### src/rtl/ctrl_decode_pipe.sv
// WISC decode/control: opcode decode into a registered ID/EX control word,
// load-use interlock, branch flush and HALT drain sequencing.
module ctrl_decode_pipe #(
    parameter int ALUOP_W      = 3,
    parameter int REG_ADDR_W   = 3,
    parameter int HAZARD_EN    = 1,
    parameter int DRAIN_CYCLES = 2
) (
    input  logic                  clk,
    input  logic                  rst,
    input  logic                  id_valid,
    input  logic [4:0]            id_opcode,
    input  logic [1:0]            id_funct,
    input  logic [REG_ADDR_W-1:0] id_rs,
    input  logic [REG_ADDR_W-1:0] id_rt,
    input  logic [REG_ADDR_W-1:0] id_wr_reg,
    input  logic                  flush,
    output logic                  stall,
    output logic                  halted,
    output logic                  ex_valid,
    output logic                  ex_reg_write,
    output logic                  ex_mem_read,
    output logic                  ex_mem_write,
    output logic                  ex_mem_to_reg,
    output logic                  ex_jump,
    output logic                  ex_branch,
    output logic                  ex_zero_ext,
    output logic                  ex_inv_a,
    output logic                  ex_inv_b,
    output logic                  ex_cin,
    output logic                  ex_halt,
    output logic                  ex_illegal,
    output logic [1:0]            ex_alu_src,
    output logic [1:0]            ex_br_ctrl,
    output logic [ALUOP_W-1:0]    ex_alu_op,
    output logic [REG_ADDR_W-1:0] ex_wr_reg
);
    localparam int CNT_W = (DRAIN_CYCLES > 1) ? $clog2(DRAIN_CYCLES) : 1;

    typedef struct packed {
        logic               regWrite;
        logic               memRead;
        logic               memWrite;
        logic               memToReg;
        logic               jump;
        logic               branch;
        logic               zeroExt;
        logic               invA;
        logic               invB;
        logic               cin;
        logic               halt;
        logic               illegal;
        logic [1:0]         aluSrc;
        logic [1:0]         brCtrl;
        logic [ALUOP_W-1:0] aluOp;
    } ctrlWord_t;

    typedef enum logic [1:0] {RUN, DRAIN, HALTED} state_t;

    ctrlWord_t             dec, exWord;
    logic                  usesRs, usesRt, stallHz, loadWord;
    logic                  exValid;
    logic [REG_ADDR_W-1:0] exWrReg;
    state_t                state;
    logic [CNT_W-1:0]      drainCnt;

    always_comb begin
        dec    = '0;
        usesRs = 1'b0;
        usesRt = 1'b0;
        casez (id_opcode)
            5'b00000: dec.halt = 1'b1;
            5'b00001: ;
            5'b010??: begin
                dec.aluSrc   = 2'b10;
                dec.regWrite = 1'b1;
                dec.aluOp    = ALUOP_W'(id_opcode[1:0]);
                dec.zeroExt  = id_opcode[1];
                dec.invA     = (id_opcode[1:0] == 2'b01);
                dec.cin      = (id_opcode[1:0] == 2'b01);
                dec.invB     = (id_opcode[1:0] == 2'b11);
                usesRs       = 1'b1;
            end
            5'b10000: begin
                dec.aluSrc   = 2'b10;
                dec.memWrite = 1'b1;
                usesRs       = 1'b1;
                usesRt       = 1'b1;
            end
            5'b10001: begin
                dec.aluSrc   = 2'b10;
                dec.memRead  = 1'b1;
                dec.memToReg = 1'b1;
                dec.regWrite = 1'b1;
                usesRs       = 1'b1;
            end
            5'b11011: begin
                dec.regWrite = 1'b1;
                dec.aluOp    = ALUOP_W'(id_funct);
                dec.invA     = (id_funct == 2'b01);
                dec.cin      = (id_funct == 2'b01);
                dec.invB     = (id_funct == 2'b11);
                usesRs       = 1'b1;
                usesRt       = 1'b1;
            end
            5'b011??: begin
                dec.branch = 1'b1;
                dec.aluSrc = 2'b01;
                dec.brCtrl = id_opcode[1:0];
                usesRs     = 1'b1;
            end
            5'b001??: begin
                dec.jump     = 1'b1;
                dec.regWrite = id_opcode[1];
                usesRs       = id_opcode[0];
            end
            default: dec.illegal = 1'b1;
        endcase
    end

    // The bubble this forces clears ex_mem_read, so a hazard stalls one cycle only.
    assign stallHz = (HAZARD_EN != 0) && id_valid && exValid && exWord.memRead &&
                     ((usesRs && (id_rs == exWrReg)) || (usesRt && (id_rt == exWrReg)));
    assign loadWord = (state == RUN) && !flush && !stallHz && id_valid;
    assign stall    = stallHz || (state != RUN);

    always_ff @(posedge clk or posedge rst) begin
        if (rst) begin
            exWord  <= '0;
            exValid <= 1'b0;
            exWrReg <= '0;
        end else if (loadWord) begin
            exWord  <= dec;
            exValid <= 1'b1;
            exWrReg <= id_wr_reg;
        end else begin
            exWord  <= '0;
            exValid <= 1'b0;
            exWrReg <= '0;
        end
    end

    always_ff @(posedge clk or posedge rst) begin
        if (rst) begin
            state    <= RUN;
            drainCnt <= '0;
            halted   <= 1'b0;
        end else begin
            case (state)
                RUN: if (loadWord && dec.halt) begin
                    state    <= DRAIN;
                    drainCnt <= CNT_W'(DRAIN_CYCLES - 1);
                end
                DRAIN: if (drainCnt == '0) begin
                    state  <= HALTED;
                    halted <= 1'b1;
                end else begin
                    drainCnt <= drainCnt - CNT_W'(1);
                end
                HALTED: halted <= 1'b1;
                default: state <= RUN;
            endcase
        end
    end

    assign ex_valid      = exValid;
    assign ex_reg_write  = exWord.regWrite;
    assign ex_mem_read   = exWord.memRead;
    assign ex_mem_write  = exWord.memWrite;
    assign ex_mem_to_reg = exWord.memToReg;
    assign ex_jump       = exWord.jump;
    assign ex_branch     = exWord.branch;
    assign ex_zero_ext   = exWord.zeroExt;
    assign ex_inv_a      = exWord.invA;
    assign ex_inv_b      = exWord.invB;
    assign ex_cin        = exWord.cin;
    assign ex_halt       = exWord.halt;
    assign ex_illegal    = exWord.illegal;
    assign ex_alu_src    = exWord.aluSrc;
    assign ex_br_ctrl    = exWord.brCtrl;
    assign ex_alu_op     = exWord.aluOp;
    assign ex_wr_reg     = exWrReg;
endmodule

### config.mk
export PLATFORM = sky130hd
export DESIGN_NAME = ctrl_decode_pipe
export DESIGN_NICKNAME = d
export VERILOG_FILES = /design/src/rtl/ctrl_decode_pipe.sv
export SDC_FILE = /design/constraint.sdc
export NUM_CORES = 1
export LEC_CHECK = 0
export CAP_MARGIN = 20
export CORE_AREA = 8 8 80 75
export CTS_BUF_LIST = sky130_fd_sc_hd__clkbuf_4
export DETAILED_ROUTE_END_ITERATION = 10
export DIE_AREA = 0 0 88 83
export PLACE_DENSITY_LB_ADDON = 0.08
export SLEW_MARGIN = 20
export SYNTH_ARGS = -nofsm -noshare
export SYNTH_HDL_FRONTEND = slang
export SYNTH_SLANG_ARGS = --single-unit
### constraint.sdc
create_clock -name clk -period 4.2 [get_ports clk]
set_clock_uncertainty 0.1 [all_clocks]
set_input_delay 0.42 -clock clk [delete_from_list [all_inputs] [get_ports clk]]
set_output_delay 0.42 -clock clk [all_outputs]
set_load 0.1 [all_outputs]
# [Word-level counts from Yosys, hierarchy flattened]
# Cells that the tools add are included.
[totals] input_bits=20 regBits=27 out_inout_bits=25 wordCells=90
[classes] reduce_logical=26 addsub=1 n_eq_ne=17 bitwise=1 muxes=25
[ops] op="19-bit 2-to-1 mux" count=1
[ops] op="5-bit equality test (second input constant)" count=3
[ops] op="1-bit 2-to-1 mux" count=12
[ops] op="1-bit logical AND" count=9
[ops] op="1-bit case mux with 2 select lines" count=4
[ops] op="2-bit case mux with 2 select lines" count=2
[ops] op="8-bit OR reduction" count=1
[ops] op="2-bit by 1-bit equality test with 1-bit output (second input constant)" count=3
[ops] op="2-bit equality test (second input constant)" count=3
[ops] op="3-bit by 2-bit equality test with 1-bit output (second input constant)" count=2
[ops] op="3-bit equality test" count=2
[ops] op="2-bit 2-to-1 mux" count=3
[ops] op="2-bit case mux with 3 select lines" count=1
[ops] op="3-bit case mux with 2 select lines" count=1
[ops] op="2-bit nonzero test" count=3
[ops] op="3-bit OR reduction" count=2
[ops] op="5-bit by 1-bit equality test with 1-bit output (second input constant)" count=1
[ops] op="5-bit logical NOT" count=1
[ops] op="5-bit OR reduction" count=1
[ops] op="2-bit AND reduction" count=2
[ops] op="3-bit by 1-bit equality test with 1-bit output (second input constant)" count=1
[ops] op="3-bit 2-to-1 mux" count=1
[ops] op="3-bit AND reduction" count=1
[ops] op="1-bit logical NOT" count=2
[ops] op="other kinds (7)" count=8

# [Longest topological paths before layout]
# Gate-level depths: netlist (run 1).
[depth] word_depth=12 ltp_mapped=7 mapped_depth_nobuf=4

# [Worst setup path before layout (run 1)]
# No wires, ideal clock.
[synth_path] path_kind="reg-to-output" from="reg exWord, in the netlist ex_mem_read" to="out stall" n_path_buf=1 t_required_ns=3.680 slack_ns=1.279 arrival_time_ns=2.401 path_stages_with_launch=6 path_cell_list="dfrtp_1 nand3_1 nor4_1 a22o_1 buf_4 or3_1"
[synth_between] elab_chain_len=3
[synth_rtl] item="start: declaration" line_no="60" text="ctrlWord_t dec, exWord;"
[synth_rtl] item="start signal: assignment" line_no="129" text="exWord <= '0;"
[synth_rtl] item="start signal: assignment" line_no="133" text="exWord <= dec;"
[synth_rtl] item="start signal: assignment" line_no="137" text="exWord <= '0;"
[synth_rtl] item="1-bit logical AND (2 in series)" line_no="122" text="assign stallHz = (HAZARD_EN != 0) && id_valid && exValid && exWord.memRead &&"
[synth_rtl] item="1-bit logical OR" line_no="125" text="assign stall = stallHz || (state != RUN);"
[synth_rtl] item="end: declaration" line_no="18" text="output logic stall,"
# No other way between the ends.

# [Worst setup path in the final report (run 1)]
[layout_path] from="in id_opcode[2]" to="out stall"
[layout_between] elab_chain_len=7 elab_cells_between_ends=15 cone_classes="eq/ne: 6; mux: 2; reduce/logical: 7"
[layout_rtl] item="start: declaration" line_no="12" text="input logic [4:0] id_opcode,"
[layout_rtl] item="5-bit equality test / 3-bit by 2-bit equality test with 1-bit output (equally long branches)" line_no="71" text="casez (id_opcode)"
[layout_rtl] item="5-bit OR reduction (no source line) / 2-bit OR reduction (equally long branches)"
[layout_rtl] item="1-bit case mux with 2 select lines / 1-bit 2-to-1 mux (equally long branches)" line_no="71"
[layout_rtl] item="1-bit logical AND" line_no="123" text="((usesRs && (id_rs == exWrReg)) || (usesRt && (id_rt == exWrReg)));"
[layout_rtl] item="1-bit logical OR *" line_no="123"
[layout_rtl] item="1-bit logical AND *" line_no="122"
[layout_rtl] item="1-bit logical OR *" line_no="125"
# Every way passes the cells marked *; elsewhere a longest branch is shown, timed or not.

==> results of run 1 <==
-- power breakdown --
| group | leakage (nW) | total (mW) | internal (mW) | switching (mW) |
|---|---|---|---|---|
| Combinational | 0.338 | 0.0515 | 0.0224 | 0.0291 |
| Sequential | 0.311 | 0.222 | 0.222 | 0.000272 |
| Clock | 0.0177 | 0.105 | 0.0356 | 0.0697 |
-- logic make-up after synthesis --
logic type | count (synthesis)
and+or+nand+nor | 52
AOI/OAI and AO/OA | 15
buffers and inverters | 15
xor gates and xnor gates | 6
DFF | 23
other | 1
-- stage by stage --
stage	hold slack [ns]	setup WS [ns]	cells	util (%)
after global routing	0.407	0.982	214	34.6
after global placement	0.356	1.17	210	34.0
final	0.386	1.12	214	34.6
after detailed placement	0.358	1.12	210	34.0
after floorplan	0.322	1.28	112	-
after CTS	0.390	1.11	214	34.6
-- Yosys cell counts, types with 3 or more instances --
library cell,number,area [µm²]
dfrtp_1,23,576
nand2_1,12,45.0
nor2_1,11,41.3
buf_4,6,45.0
nor4_1,6,37.5
xor2_1,6,52.6
nand3_1,5,25.0
nor3_1,4,20.0
o21ai_0,4,20.0
a2111oi_2,3,45.0
inv_1,3,11.3
nand2b_1,3,18.8
-- how the worst max path moves through the flow --
stage / start / end / slack (ns) / cells past startpoint
floorplan: ex_mem_read / stall / 1.28 / 5
global placement: id_opcode[2] / stall / 1.17 / 7
detailed placement: id_opcode[3] / stall / 1.12 / 7
CTS: id_opcode[3] / stall / 1.11 / 7
global route: id_opcode[3] / stall / 0.98 / 7
finish: id_opcode[2] / stall / 1.12 / 7
-- per-layer routing --
metal | track usage [%] | up-vias | wire [µm]
met5 | 0 | - | 0
met4 | 2.81 | 0 | 21
met3 | 2.85 | 2 | 192
met2 | 13.9 | 25 | 1430
met1 | 11.2 | 447 | 1440
li1 | - | 458 | -
-- placed cells by master, fill, tap and decap left out --
master	netlist	routed
a2111oi_2	3	3
a211oi_1	2	2
a21o_1	1	1
a21oi_1	1	1
a22o_1	1	1
buf_12	0	1
buf_4	6	2
clkbuf_4	0	3
clkdlybuf4s50_1	0	42
clkinv_2	0	1
conb_1	1	1
dfrtp_1	23	23
inv_1	3	3
nand2_1	12	12
nand2b_1	3	3
nand2b_2	1	1
nand3_1	5	5
nand4b_1	1	1
nor2_1	11	11
nor2b_1	1	1
nor3_1	4	4
nor3_2	1	1
nor3b_1	1	1
nor4_1	6	6
nor4b_1	1	1
o2111ai_1	1	1
o21ai_0	4	4
o21bai_1	1	1
o31ai_1	1	1
or2_2	1	1
or3_1	2	2
or4b_1	2	2
xor2_1	6	6
-- final cells by class --
type,instances,area (µm²),area share [%]
clock buffers,3,22.5,1.40
repair buffers,45,455,28.3
multi-input cells,74,458,28.5
inverters,3,11.3,0.700
well taps,65,81.3,5.05
flip-flops and latches,23,576,35.8
clock inverters,1,5.00,0.311
==> flow_metrics.py, run 1 <==
metrics = {
    "synth": {
        "syn_inst": 112,
        "synth_area_per_cell_um2": 10.1,
        "synth-compound-area-share_pct": 11.1,
        "ys_seq_area_share_pct": 50.9,
        "yosys_warnings": 0,
        "syn_area_um2": 1130,
        "synthesis.nets": 132,
        "synth_edf_count": 0,
        "synthXorXnorAreaFrac_pct": 4.65,
        "ys_ff_latch": 23,
        "synthSimpleGateAreaFrac_pct": 24.5,
        "synth_adder_area_share_pct": 0,
        "synth_top_family_by_area": "simple AND/OR/NAND/NOR gates",
        "muxShareOfSynthArea_pct": 0,
        "synth_flop_cell": "dfrtp_1",
        "synth-async-reset-ratio_pct": 100,
        "synth_cell_types": 32,
    },
    "setup_path": {
        "startpoint_type": "primary input",
        "required_ns": 3.68,
        "regToRegStartpoint": "state[0]",
        "crit_path_end_kind": "output port",
        "r2r_slack_ns": 2.15,
        "r2r_end": "ex_inv_b",
        "critPathSlowestCell": "clkdlybuf4s50_1",
        "critPathTopFamily": "buffers and inverters",
        "critPathKind": "primary input to output port",
        "max_stage_delay_ns": 0.64,
        "worstPathArrival_ns": 2.56,
        "r2r_cells": 3,
        "critPathMaxFanout": 18,
        "path_buf_inv": 3,
        "cp_cell_sequence": "clkdlybuf4s50_1 > or4b_1 > o2111ai_1 > a22o_1 > buf_4 > or3_1 > buf_12",
    },
    "layout": {
        "syn2layout_area_growth_pct": 42.4,
        "largest_reg_flops": 3,
        "fill_cells": 484,
        "final_area_um2": 1610,
        "drive_gt1_share_pct": 8.72,
        "fin_nets": 170,
        "antennaDiodeCount": 0,
    },
    "grt": {
        "overflow": 0,
        "grt_pass1_wl_um": 5080,
        "grt_pass1_vias": 991,
        "grt_usage_pct": 8.91,
        "grt_antenna_before_repair": 0,
        "grt_max_degree": 24,
    },
    "route": {
        "vias": 932,
        "drc_errors": 0,
        "wirelength_um": 3090,
        "vias_per_cell": 4.36,
        "drt_iter0_drc": 64,
        "routedWlPerCell_um": 14.4,
        "detail_route.first_pass.iterations": 4,
        "ant_nets": 0,
    },
    "sta": {
        "setup-tns-final_ns": 0,
        "timing.final.crit_share_pct": 73.2,
        "drv_slew": 0,
        "finalHoldViolations": 0,
        "worst_slew_pin_slew_ns": 0.979,
        "relSlewSlack_pct": 34.5,
        "rsz0062_at_grt": "no",
        "period_minus_slack_ns": 3.08,
        "report.final.setup_viol": 0,
        "fmax_mhz": 325,
    },
    "floorplanning": {
        "dieArea_um2": 7300,
        "fp.dieW_um": 88,
        "die_h_um": 83,
        "core_um2": 4650,
        "initial_core_util_pct": 24.3,
        "std_cell_rows": 24,
        "num_io_pins": 45,
    },
    "min_path": {
        "holdPathStages": 1,
        "hold_end": "halted",
        "hold_path.class": "flop to flop",
        "hold_start": "halted",
    },
    "pwr": {
        "p_leak_nw": 0.667,
        "total_power_mw": 0.379,
        "ir_worst_vdd_uv": 93.1,
        "power.density_nw_per_um2": 236,
    },
    "clock_tree": {
        "clk_path_buf_depth": 2,
        "path_clk_slew_ns": 0.14,
        "cts_resized": 0,
        "postCtsHoldBufs": 0,
        "cts.sinks": 23,
        "postCtsSetupRepairBufs": 0,
        "h-tree-depth": 1,
        "cts_buffers": 3,
        "clock-root-buffer": "clkbuf_4",
        "clk_latency_ns": 0.31,
        "tritoncts": "yes",
    },
    "place": {
        "port-buffer-count": 43,
        "post_dp_cell_area_um2": 1580,
        "dpl.hpwl_um": 2310,
        "place.gp.congestion": 0.774,
    },
    "flow_run": {
        "drv_cap": 0,
    },
    "run_status": {
        "outcome": "complete, no violations",
    },
}
No activity file was read; power rests on OpenSTA's default activity.
==> run 2, diff against run 1 <==
Clock period 4.2 ns to 2.6 ns, I/O delays scaled along.
==> run 2 against run 1 <==
Routed wire length up 4.6%. Hold slack worse by 0.25 ns. Design area up 0.62%. Global-route usage up 0.55 points.
==> flow_metrics.py, run 2 (synthesized netlist as in run 1, its figures left out) <==
metrics = {
    "setup_path": {
        "startpoint_type": "primary input",
        "required_ns": 2.24,
        "critPathKind": "primary input to output port",
        "crit_path_end_kind": "output port",
        "path_buf_inv": 2,
        "critPathMaxFanout": 8,
        "worstPathArrival_ns": 2.10,
        "critPathTopFamily": "buffers and inverters",
        "cp_cell_sequence": "clkdlybuf4s50_1 > or4b_1 > o2111ai_1 > a22o_1 > or3_2 > buf_12",
        "critPathSlowestCell": "clkdlybuf4s50_1",
        "max_stage_delay_ns": 0.62,
    },
    "clock_tree": {
        "clock-root-buffer": "clkbuf_4",
        "tritoncts": "yes",
        "cts_resized": 0,
        "postCtsHoldBufs": 0,
        "cts.sinks": 23,
        "clk_latency_ns": 0.31,
        "postCtsSetupRepairBufs": 0,
        "cts_buffers": 3,
        "clk_path_buf_depth": 2,
        "path_clk_slew_ns": 0.13,
        "h-tree-depth": 1,
    },
    "pwr": {
        "total_power_mw": 0.633,
        "ir_worst_vdd_uv": 177,
        "p_leak_nw": 0.745,
        "power.density_nw_per_um2": 391,
    },
    "route": {
        "vias": 977,
        "drt_iter0_drc": 40,
        "routedWlPerCell_um": 14.5,
        "vias_per_cell": 4.40,
        "ant_nets": 0,
        "drc_errors": 0,
        "detail_route.first_pass.iterations": 4,
        "wirelength_um": 3230,
    },
    "layout": {
        "final_cell_mix": "buf_4, dfrtp_1, clkdlybuf4s50_1",
        "fin_nets": 178,
        "drive_gt1_share_pct": 30.6,
        "finish.utilization_pct": 34.8,
        "multi_input_area_um2": 459,
        "antennaDiodeCount": 0,
        "final_common_cell": "buf_4",
        "syn2layout_area_growth_pct": 43.3,
        "largest_reg_flops": 3,
        "fill_cells": 495,
        "regArea_um2": 579,
    },
    "sta": {
        "finalHoldViolations": 0,
        "period_minus_slack_ns": 2.46,
        "rsz0062_at_grt": "no",
        "fmax_mhz": 406,
        "setup-tns-final_ns": 0,
        "timing.final.crit_share_pct": 94.8,
        "drv_slew": 0,
        "report.final.setup_viol": 0,
    },
    "place": {
        "place.gp.congestion": 0.816,
        "dpl.hpwl_um": 2530,
        "port-buffer-count": 43,
    },
    "floorplanning": {
        "std_cell_rows": 24,
        "fp.dieW_um": 88,
        "initial_core_util_pct": 24.3,
        "num_io_pins": 45,
        "dieArea_um2": 7300,
        "core_um2": 4650,
        "die_h_um": 83,
    },
    "grt": {
        "overflow": 0,
        "grt_pass1_vias": 1094,
        "grt_antenna_before_repair": 0,
        "grt_max_degree": 18,
        "grt_usage_pct": 9.46,
        "grt_pass1_wl_um": 5420,
    },
    "flow_run": {
        "drv_cap": 0,
    },
    "min_path": {
        "hold_path.class": "primary input to asynchronous set/reset pin",
    },
    "run_status": {
        "outcome": "complete, no violations",
    },
}
run 2: cell type report:
class	count	area share, %
Inverter	3	0.696
Multi-Input combinational cell	74	28.4
Timing Repair Buffer	53	28.3
Sequential cell	23	35.8
Clock buffer	4	1.85
Tap cell	65	5.02
run 2: worst register-to-register path, delay by kind of cell, from the launching register on:
family,cells,cell delay [ns]
AND/OR/NAND/NOR,2,0.83
flip-flops,1,0.43
AO/OA/AOI/OAI,1,0.38
run 2: final timing paths:
kind / start / end / slack, ns / cells after the start
min: rst / ex_wr_reg[2] / 0.13 / 2
max in group asynchronous: rst / ex_alu_op[1] / 1.74 / 3
max: id_opcode[3] / stall / 0.14 / 6
min reg2reg: halted / halted / 0.39 / 1
max reg2reg: state[0] / ex_inv_b / 0.79 / 3
min in group clk: id_wr_reg[1] / ex_wr_reg[1] / 0.34 / 3
run 2: through the flow:
| stage | hold WS, ns | instance area, µm² | worst slack [ns] | cells |
|---|---|---|---|---|
| 5_1_grt | 0.158 | 1620 | 0.0367 | 222 |
| 4_1_cts | 0.152 | 1620 | 0.131 | 222 |
| 6_report | 0.134 | 1620 | 0.136 | 222 |
| 3_5_place_dp | 0.368 | 1590 | 0.150 | 218 |
| 2_1_floorplan | 0.162 | 1130 | 0.108 | 112 |
| 3_3_place_gp | 0.359 | 1590 | 0.190 | 218 |
run 2: layer usage:
| layer | GRT usage (%) | share of wire (%) | vias up |
|---|---|---|---|
| met5 | 0 | 0 | - |
| met4 | 3.59 | 1.2 | 0 |
| met3 | 1.97 | 5.0 | 4 |
| met2 | 15.1 | 49 | 26 |
| met1 | 12.0 | 45 | 470 |
| li1 | - | - | 477 |
run 2: report_power, final:
part / internal (mW) / leakage [nW] / switching [mW]
clock network: 0.0704 / 0.0184 / 0.111
registers: 0.358 / 0.306 / 0.000457
logic: 0.0431 / 0.421 / 0.0496
